### src/rtl/m_conv_param_if.sv
// m_conv_param_if: tap-in / pixel-out handshake bundle for the convolution MAC
interface m_conv_param_if #(parameter int DW = 16);
  logic start, in_valid, in_ready, out_valid, busy, ready;
  logic signed [DW-1:0] map_in, k_in, map_out;
  modport master (output start, in_valid, map_in, k_in, input in_ready, out_valid, map_out, busy, ready);
  modport slave (input start, in_valid, map_in, k_in, output in_ready, out_valid, map_out, busy, ready);
endinterface

### src/rtl/m_conv_param.sv
// m_conv_param: streaming MAC, NUM_KERNEL taps per pixel, rounded/saturated/optional ReLU output
module m_conv_param #(
  parameter int DW = 16,
  parameter int FRAC = 12,
  parameter int NUM_KERNEL = 25,
  parameter int NUM_OUT = 324,
  parameter int MULT_LAT = 2,
  parameter int RELU = 0
) (
  input logic clk_in,
  input logic rst_n,
  m_conv_param_if.slave bus
);
  localparam int ACC_W = 2 * DW + $clog2(NUM_KERNEL) + 1;
  localparam int TOTAL = NUM_OUT * NUM_KERNEL;
  localparam int TW = $clog2(TOTAL + 1);
  localparam int KW = $clog2(NUM_KERNEL + 1);
  localparam int OW = $clog2(NUM_OUT + 1);
  localparam logic signed [ACC_W-1:0] HALF = ACC_W'(1) << (FRAC - 1);
  localparam logic signed [ACC_W-1:0] SMAX = {{(ACC_W-DW+1){1'b0}}, {(DW-1){1'b1}}};
  localparam logic signed [ACC_W-1:0] SMIN = {{(ACC_W-DW+1){1'b1}}, {(DW-1){1'b0}}};

  typedef enum logic [1:0] {IDLE, RUN, DRAIN, DONE} state_t;
  state_t state, state_nx;

  logic [TW-1:0] tap_cnt;
  logic [KW-1:0] k_cnt;
  logic [OW-1:0] out_cnt;
  logic signed [2*DW-1:0] p_q [MULT_LAT];
  logic [MULT_LAT-1:0] v_q;
  logic signed [ACC_W-1:0] acc, sum, rnd;
  logic [DW-1:0] sat, res;
  logic accept, clr, last_k, emit, out_valid_q;
  logic [DW-1:0] map_out_q;

  assign accept = bus.in_valid && state == RUN;
  assign clr = bus.start && (state == IDLE || state == DONE);
  assign last_k = k_cnt == KW'(NUM_KERNEL - 1);
  assign emit = v_q[MULT_LAT-1] && last_k;
  assign sum = acc + {{(ACC_W-2*DW){p_q[MULT_LAT-1][2*DW-1]}}, p_q[MULT_LAT-1]};
  assign rnd = (sum + HALF) >>> FRAC;
  assign sat = rnd >= SMAX ? SMAX[DW-1:0] : rnd <= SMIN ? SMIN[DW-1:0] : rnd[DW-1:0];
  assign res = (RELU != 0 && sat[DW-1]) ? '0 : sat;

  assign bus.in_ready = state == RUN;
  assign bus.busy = state == RUN || state == DRAIN;
  assign bus.ready = state != DONE;
  assign bus.out_valid = out_valid_q;
  assign bus.map_out = map_out_q;

  // frame state register
  always_ff @(posedge clk_in or negedge rst_n)
    if (!rst_n) state <= IDLE;
    else state <= state_nx;

  // frame sequencing: start, last tap accepted, last pixel emitted
  always_comb begin
    state_nx = state;
    if (clr) state_nx = RUN;
    else if (accept && tap_cnt == TW'(TOTAL - 1)) state_nx = DRAIN;
    else if (state == DRAIN && out_valid_q && out_cnt == OW'(NUM_OUT)) state_nx = DONE;
  end

  // multiplier pipe, accumulator, counters and output register
  always_ff @(posedge clk_in or negedge rst_n)
    if (!rst_n) begin
      for (int i = 0; i < MULT_LAT; i++) p_q[i] <= '0;
      v_q <= '0;
      tap_cnt <= '0;
      k_cnt <= '0;
      out_cnt <= '0;
      acc <= '0;
      out_valid_q <= 1'b0;
      map_out_q <= '0;
    end else begin
      v_q[0] <= accept;
      p_q[0] <= $signed(bus.map_in) * $signed(bus.k_in);
      for (int i = 1; i < MULT_LAT; i++) begin
        v_q[i] <= v_q[i-1];
        p_q[i] <= p_q[i-1];
      end
      out_valid_q <= emit;
      if (emit) map_out_q <= res;
      if (clr) begin
        tap_cnt <= '0;
        k_cnt <= '0;
        out_cnt <= '0;
        acc <= '0;
      end else begin
        if (accept) tap_cnt <= tap_cnt + 1'b1;
        if (v_q[MULT_LAT-1]) begin
          k_cnt <= last_k ? '0 : k_cnt + 1'b1;
          acc <= last_k ? '0 : sum;
        end
        if (emit) out_cnt <= out_cnt + 1'b1;
      end
    end
endmodule

### src/flat_wrapper.sv
// flat-port wrapper written by rule: the top's interface ports become plain ports
module m_conv_param_flat 
#(
  parameter int DW = 16,
  parameter int FRAC = 12,
  parameter int NUM_KERNEL = 25,
  parameter int NUM_OUT = 324,
  parameter int MULT_LAT = 2,
  parameter int RELU = 0
)
  (clk_in, rst_n, bus_start, bus_in_valid, bus_map_in, bus_k_in, bus_in_ready, bus_out_valid, bus_map_out, bus_busy, bus_ready);
  m_conv_param_if #(.DW(DW)) bus_i ();
  input logic clk_in;
  input logic rst_n;
  input wire logic [$bits(bus_i.start)-1:0] bus_start;
  input wire logic [$bits(bus_i.in_valid)-1:0] bus_in_valid;
  input wire logic [$bits(bus_i.map_in)-1:0] bus_map_in;
  input wire logic [$bits(bus_i.k_in)-1:0] bus_k_in;
  output wire logic [$bits(bus_i.in_ready)-1:0] bus_in_ready;
  output wire logic [$bits(bus_i.out_valid)-1:0] bus_out_valid;
  output wire logic [$bits(bus_i.map_out)-1:0] bus_map_out;
  output wire logic [$bits(bus_i.busy)-1:0] bus_busy;
  output wire logic [$bits(bus_i.ready)-1:0] bus_ready;
  assign bus_i.start = bus_start;
  assign bus_i.in_valid = bus_in_valid;
  assign bus_i.map_in = bus_map_in;
  assign bus_i.k_in = bus_k_in;
  assign bus_in_ready = bus_i.in_ready;
  assign bus_out_valid = bus_i.out_valid;
  assign bus_map_out = bus_i.map_out;
  assign bus_busy = bus_i.busy;
  assign bus_ready = bus_i.ready;
  m_conv_param #(.DW(DW), .FRAC(FRAC), .NUM_KERNEL(NUM_KERNEL), .NUM_OUT(NUM_OUT), .MULT_LAT(MULT_LAT), .RELU(RELU)) u_core (.clk_in(clk_in), .rst_n(rst_n), .bus(bus_i));
endmodule
### config.mk
export PLATFORM = sky130hd
export DESIGN_NAME = m_conv_param_flat
export DESIGN_NICKNAME = d
export VERILOG_FILES = /design/src/rtl/m_conv_param_if.sv /design/src/rtl/m_conv_param.sv /design/src/flat_wrapper.sv
export SDC_FILE = /design/constraint.sdc
export NUM_CORES = 1
export LEC_CHECK = 0
export ABC_AREA = 1
export ABC_CLOCK_PERIOD_IN_PS = 4700
export CORE_AREA = 2 2 223 203
export CTS_BUF_LIST = sky130_fd_sc_hd__clkbuf_4 sky130_fd_sc_hd__clkbuf_8
export CTS_CLUSTER_SIZE = 12
export DETAILED_ROUTE_END_ITERATION = 12
export DIE_AREA = 0 0 225 205
export GPL_ROUTABILITY_DRIVEN = 0
export GPL_TIMING_DRIVEN = 0
export PLACE_DENSITY = 0.71
export SLEW_MARGIN = 10
export SYNTH_ARGS = -nofsm -noshare
export SYNTH_HDL_FRONTEND = slang
export SYNTH_SLANG_ARGS = --single-unit
### constraint.sdc
create_clock -name clk_in -period 4.7 [get_ports clk_in]
set_clock_uncertainty 0.05 [all_clocks]
set_input_delay 0.94 -clock clk_in [delete_from_list [all_inputs] [get_ports clk_in]]
set_output_delay 0.94 -clock clk_in [all_outputs]
set_load 0.02 [all_outputs]
======== Word level (Yosys, flattened, before mapping) ========
Index checks and enable logic that the tools add are counted.
W data, S select, Z words.
operators by class
  add/subtract/negate cells ............... 5
  $mul .................................... 1
  order comparisons ....................... 2
  equality and inequality tests ........... 7
  mux-type cells .......................... 15
  reductions and logical operators ........ 13
operators with widths
  cell                      count
  $mux W38                  3
  $add A38 B13 Y38 const B  1
  $add A38 B38 Y38          1
  $mul A16 B16 Y32          1
  $mux W16                  2
  $ge A26 B16 Y1 const B    1
  $le A26 B16 Y1 const B    1
  $mux W13                  2
  $mux W9                   2
  $mux W5                   3
  $add A13 B1 Y13 const B   1
  $eq A13 B13 Y1 const B    1
  $add A9 B1 Y9 const B     1
  $eq A9 B9 Y1 const B      1
  $logic_and A1 B1 Y1       6
  $mux W2                   3
  $reduce_bool A2 Y1        3
  $add A5 B1 Y5 const B     1
  $eq A5 B5 Y1 const B      1
  $eq A2 B2 Y1 const B      2
  $reduce_bool A3 Y1        1
  $eq A2 B1 Y1 const B      1
  $logic_not A2 Y1          1
  $logic_or A1 B1 Y1        2
  $ne A2 B2 Y1 const B      1
storage, ports and cells
  flip-flop bits (word level) ............. 150
  output and inout bits ................... 20
  word-level logic and storage cells ...... 53

======== Longest topological paths before layout ========
  depth after elaboration ................. 6
  mapped depth ............................ 32

======== Worst setup path after synthesis ========
OpenSTA, ideal clock, no wires.
  kind .................................... input to register
  from .................................... in bus_map_in[5]
  to ...................................... reg u_core.p_q[61] (netlist bit)
  data arrival time ....................... 6.448 ns
  required time ........................... 4.525 ns
  path slack .............................. -1.923 ns
  cell stages on the path ................. 27
  buffers on the path ..................... 2
  path through ............................ clkbuf_1 > clkbuf_1 > nand2_1 > fa_1 > inv_1 > fa_1 > inv_1 > fa_1 > inv_1 > fa_1 > fa_1 > inv_1 > fa_1 > inv_1 > ha_1 > a21oi_1 > o21a_1 > nand2_1 > a21oi_1 > inv_1 > a21oi_1 > o21ai_0 > nand2_1 > nand2_1 > nand3_1 > nand2_1 > xor2_1
on the way
  cells in the longest elaborated chain, start to end .. 1
RTL lines
  element                        RTL line            text
  start, declared                flat_wrapper.sv:17  input wire logic [$bits(bus_i.map_in)-1:0] bus_map_in;
  $mul A16 B16 Y32               m_conv_param.sv:77  p_q[0] <= $signed(bus.map_in) * $signed(bus.k_in);
  end signal, assigned by index  m_conv_param.sv:80  p_q[i] <= p_q[i-1];
  end, declared                  m_conv_param.sv:29  logic signed [2*DW-1:0] p_q [MULT_LAT];
No other way between the ends.
A chain may end at the register's enable or synchronous reset.

======== Worst setup path after layout ========
  from .................................... in bus_k_in[5]
  to ...................................... reg u_core.p_q[58] (netlist bit)
on the way
  cells in the longest elaborated chain, start to end .. 1
RTL lines
  element           RTL line            text
  start, declared   flat_wrapper.sv:18  input wire logic [$bits(bus_i.k_in)-1:0] bus_k_in;
  $mul A16 B16 Y32  m_conv_param.sv:77
No other way between the ends.

==> report_table.html <==
<table>
<tr><th>Metric</th><th>Value</th></tr>
<tr><th colspan="2">Clocking</th></tr>
<tr><td>Root buf cell</td><td>sky130_fd_sc_hd__clkbuf_8</td></tr>
<tr><td>Total CTS buffers</td><td>17</td></tr>
<tr><td>Buffer levels on the longest clock path</td><td>2</td></tr>
<tr><td>Clock tree from TritonCTS</td><td>built</td></tr>
<tr><td>Level count of the clock H-tree</td><td>4</td></tr>
<tr><td>Clock latency reported for the late side of the worst-skew pair</td><td>0.48 ns</td></tr>
<tr><td>Number of clock sinks seen by CTS</td><td>150</td></tr>
<tr><td>Clock-pin slew on the worst setup and hold paths</td><td>0.10 ns</td></tr>
<tr><th colspan="2">Cells and area</th></tr>
<tr><td>Synthesis-to-layout area growth</td><td>21.4%</td></tr>
<tr><td>Antenna diode count</td><td>0</td></tr>
<tr><td>Net count reported at finish</td><td>3274</td></tr>
<tr><td>Final instance count without filler cells</td><td>3422</td></tr>
<tr><td>Share of cells above drive strength 1</td><td>18.0%</td></tr>
<tr><td>Commonest non-fill, non-tap cell in the layout</td><td>sky130_fd_sc_hd__nand2_1</td></tr>
<tr><td>Most used cells in the layout excluding fill and tap cells</td><td>sky130_fd_sc_hd__nand2_1 (724), sky130_fd_sc_hd__inv_1 (628), sky130_fd_sc_hd__fa_1 (245)</td></tr>
<tr><th colspan="2">Global route</th></tr>
<tr><td>Overflow left after global routing</td><td>0</td></tr>
<tr><td>Overall track demand over capacity in global routing</td><td>24.3%</td></tr>
<tr><td>Initial antenna violation count</td><td>0</td></tr>
<tr><td>Largest net degree at the start of global routing</td><td>102</td></tr>
<tr><td>Vias in the first global route</td><td>18.5k</td></tr>
<tr><td>Wire length of the first global-routing pass</td><td>88900 µm</td></tr>
<tr><th colspan="2">Worst setup path</th></tr>
<tr><td>CP Capture Point</td><td>u_core.p_q[58]$_DFF_PN0_</td></tr>
<tr><td>Register-to-register setup slack</td><td>0.77 ns</td></tr>
<tr><td>CP startpoint</td><td>bus_k_in[5]</td></tr>
<tr><td>Type of the setup path with the least slack</td><td>in2reg</td></tr>
<tr><td>Reg2reg end</td><td>u_core.bus.map_out[13]$_DFFE_PN0P_</td></tr>
<tr><td>Data required time of the critical path</td><td>5.01 ns</td></tr>
<tr><td>Maximum net fanout on the critical path</td><td>6</td></tr>
<tr><td>Launch instance of the worst register-to-register path</td><td>u_core.acc[0]$_DFFE_PN0P_</td></tr>
<tr><td>CP max stage delay</td><td>0.53 ns</td></tr>
<tr><td>Kind of end point of the critical path</td><td>flip-flop</td></tr>
<tr><td>Critical Path Slowest Stage Cell</td><td>sky130_fd_sc_hd__fa_1</td></tr>
<tr><td>Worst setup SP type</td><td>input pin</td></tr>
<tr><td>Arrival time of data at the critical path endpoint</td><td>6.18 ns</td></tr>
<tr><td>Logic depth of the worst register-to-register path</td><td>24</td></tr>
<tr><th colspan="2">Routing</th></tr>
<tr><td>Final antenna-violating net count</td><td>0</td></tr>
<tr><td>Iteration-0 DRC Markers</td><td>1433</td></tr>
<tr><td>Detailed Route WL</td><td>54300 µm</td></tr>
<tr><td>Detailed-route vias per instance</td><td>5.15</td></tr>
<tr><td>Wire per inst</td><td>15.9 µm</td></tr>
<tr><td>Routed via count</td><td>17.6k</td></tr>
<tr><td>Post-detailed-route DRC marker count</td><td>0</td></tr>
<tr><td>First-pass DRT Iterations</td><td>6</td></tr>
<tr><th colspan="2">Timing</th></tr>
<tr><td>Transition time at the pin with the least slew margin</td><td>0.664 ns</td></tr>
<tr><td>Number of hold violations in the final report</td><td>0</td></tr>
<tr><td>Relative slew margins</td><td>55.8%</td></tr>
<tr><td>Max-slew violation count</td><td>0</td></tr>
<tr><td>Fraction of the cycle the final worst path needs</td><td>125%</td></tr>
<tr><td>Setup Viol. Count Final</td><td>23</td></tr>
<tr><td>Unrepaired setup endpoints after global routing</td><td>true</td></tr>
<tr><td>Crit path time final</td><td>5.86 ns</td></tr>
<tr><td>Least setup slack across all paths after layout</td><td>-1.16 ns</td></tr>
<tr><td>Max Clk Rate</td><td>171 MHz</td></tr>
<tr><th colspan="2">Synth</th></tr>
<tr><td>Post-synth cell types</td><td>50</td></tr>
<tr><td>Most instantiated flip-flop cell in the synthesis netlist</td><td>sky130_fd_sc_hd__dfrtp_1</td></tr>
<tr><td>FF+latch count, synth</td><td>150</td></tr>
<tr><td>Post-Synthesis Cells</td><td>2695</td></tr>
<tr><td>Mapped Nets</td><td>3122</td></tr>
<tr><td>Portion of the post-synthesis area used by sequential elements</td><td>18.8%</td></tr>
<tr><td>Synthesis Warnings</td><td>0</td></tr>
<tr><td>Post-synth EDFFs</td><td>0</td></tr>
<tr><td>Fraction of registers with async set/reset</td><td>100%</td></tr>
<tr><td>Cell area after technology mapping</td><td>0.0200 mm²</td></tr>
<tr><td>Synth Area per Inst</td><td>7.41 µm²</td></tr>
<tr><th colspan="2">Run status</th></tr>
<tr><td>Result of the run</td><td>complete, but fails checks</td></tr>
<tr><td>Failing checks</td><td>setup timing</td></tr>
<tr><th colspan="2">Placement</th></tr>
<tr><td>Placed instance count</td><td>3288</td></tr>
<tr><td>DP HPWL</td><td>41800 µm</td></tr>
<tr><td>Port bufs</td><td>30</td></tr>
<tr><th colspan="2">Floorplan</th></tr>
<tr><td>Row cnt</td><td>73</td></tr>
<tr><td>Die outline area</td><td>0.0461 mm²</td></tr>
<tr><td>Initial standard-cell utilization of the core</td><td>45.6%</td></tr>
<tr><td>Number of top-level pins</td><td>56</td></tr>
<tr><td>Horiz. Die Dim</td><td>225 µm</td></tr>
<tr><td>Core Area</td><td>0.0438 mm²</td></tr>
<tr><td>Height of the chip</td><td>205 µm</td></tr>
<tr><th colspan="2">Worst hold path</th></tr>
<tr><td>Path category of the worst min-delay check</td><td>in2async</td></tr>
<tr><th colspan="2">Job</th></tr>
<tr><td>Max-cap violation count</td><td>0</td></tr>
</table>
[cell type report]
class / count / area (µm²)
well taps: 562 / 703
inverters: 689 / 2600
repair buffers: 133 / 1280
flip-flops and latches: 150 / 3750
clock inverters: 14 / 180
multi-input cells: 1785 / 14300
clock buffers: 18 / 241
plain buffers: 71 / 1150
fillers: 3777 / 19500
[cell families (layout without fill, tap and decap cells)]
| logic type | Yosys count | after routing | share of synthesized area [%] |
|---|---|---|---|
| simple gates | 1160 | 1160 | 25.1 |
| compound gates | 190 | 190 | 5.39 |
| buf+inv | 760 | 925 | 14.4 |
| fa+ha+maj | 391 | 391 | 34.4 |
| xor+xnor | 44 | 44 | 1.97 |
| flops | 150 | 150 | 18.8 |
[sequential cells by signal, indices dropped and copies added, names as in the netlist]
| register | count |
|---|---|
| u_core.bus.map_out | 16 |
| u_core.out_cnt | 9 |
| u_core.acc | 38 |
| u_core.tap_cnt | 13 |
| u_core.bus.out_valid | 1 |
| u_core.p_q | 64 |
| u_core.v_q | 2 |
| u_core.state | 2 |
| u_core.k_cnt | 5 |
[how the worst min path moves through the flow]
| stage | start | to | slack (ns) | depth (start not counted) |
|---|---|---|---|---|
| 4_1_cts | rst_n | u_core.tap_cnt[10]$_DFFE_PN0P_ | 0.30 | 1 |
| 5_1_grt | rst_n | u_core.tap_cnt[11]$_DFFE_PN0P_ | 0.30 | 1 |
| 3_3_place_gp | u_core.p_q[44]$_DFF_PN0_ | u_core.p_q[12]$_DFF_PN0_ | 0.28 | 0 |
| 6_report | rst_n | u_core.tap_cnt[10]$_DFFE_PN0P_ | 0.29 | 1 |
| 2_1_floorplan | u_core.p_q[32]$_DFF_PN0_ | u_core.p_q[0]$_DFF_PN0_ | 0.28 | 0 |
| 3_5_place_dp | u_core.p_q[53]$_DFF_PN0_ | u_core.p_q[21]$_DFF_PN0_ | 0.29 | 0 |
[cells in the mapped netlist, types with 17 or more instances]
| master | instances | area [µm²] |
|---|---|---|
| sky130_fd_sc_hd__nand4_1 | 28 | 175 |
| sky130_fd_sc_hd__nand3_1 | 95 | 475 |
| sky130_fd_sc_hd__nor3_1 | 17 | 85.1 |
| sky130_fd_sc_hd__dfrtp_1 | 150 | 3750 |
| sky130_fd_sc_hd__or2_2 | 18 | 113 |
| sky130_fd_sc_hd__o21ai_0 | 75 | 375 |
| sky130_fd_sc_hd__clkbuf_1 | 67 | 251 |
| sky130_fd_sc_hd__nor2_1 | 143 | 537 |
| sky130_fd_sc_hd__xor2_1 | 29 | 254 |
| sky130_fd_sc_hd__inv_1 | 682 | 2560 |
| sky130_fd_sc_hd__ha_1 | 128 | 1600 |
| sky130_fd_sc_hd__a21oi_1 | 72 | 360 |
| sky130_fd_sc_hd__fa_1 | 263 | 5270 |
| sky130_fd_sc_hd__nand2_2 | 29 | 181 |
| sky130_fd_sc_hd__nand2_1 | 775 | 2910 |
[worst max-delay path, delay by kind of cell]
kind	cells	cell delay (ns)
adders and majority gates	7	3.22
xor gates and xnor gates	1	0.18
buffers and inverters	7	0.49
and+or+nand+nor	9	0.66
AOI/OAI and AO/OA	5	0.68
[repair_timing]
action                     CTS  global route
setup buffers               75            25
resized for setup          230            80
setup endpoints to repair   26            24
pin swaps                  108            59
hold buffers                 0             0
cloned                       2             2
[metal layers]
layer,part of all wire (%),vias up,GRT usage [%],wire length (µm)
met4,4.9,0,10.9,2680
li1,-,8257,-,-
met5,0,-,0,0
met2,48,675,42.1,26100
met1,40,8487,29.9,21700
met3,7.1,210,3.66,3840
[metrics by stage]
step	util [%]	area (µm²)	setup WS [ns]	setup TNS (ns)	hold slack, ns
6_report	55.4	24200	-1.16	-18.60	0.294
5_1_grt	55.4	24200	-1.31	-21.48	0.298
4_1_cts	54.3	23800	-1.05	-15.94	0.297
3_5_place_dp	49.9	21800	-2.79	-53.23	0.286
3_3_place_gp	49.8	21800	-3.20	-525.82	0.282
2_1_floorplan	-	20800	-1.42	-20.99	0.281
Power is left out: the tool's default activity adds up to more than one toggle a clock period on the data nets, which glitch-free logic cannot reach.
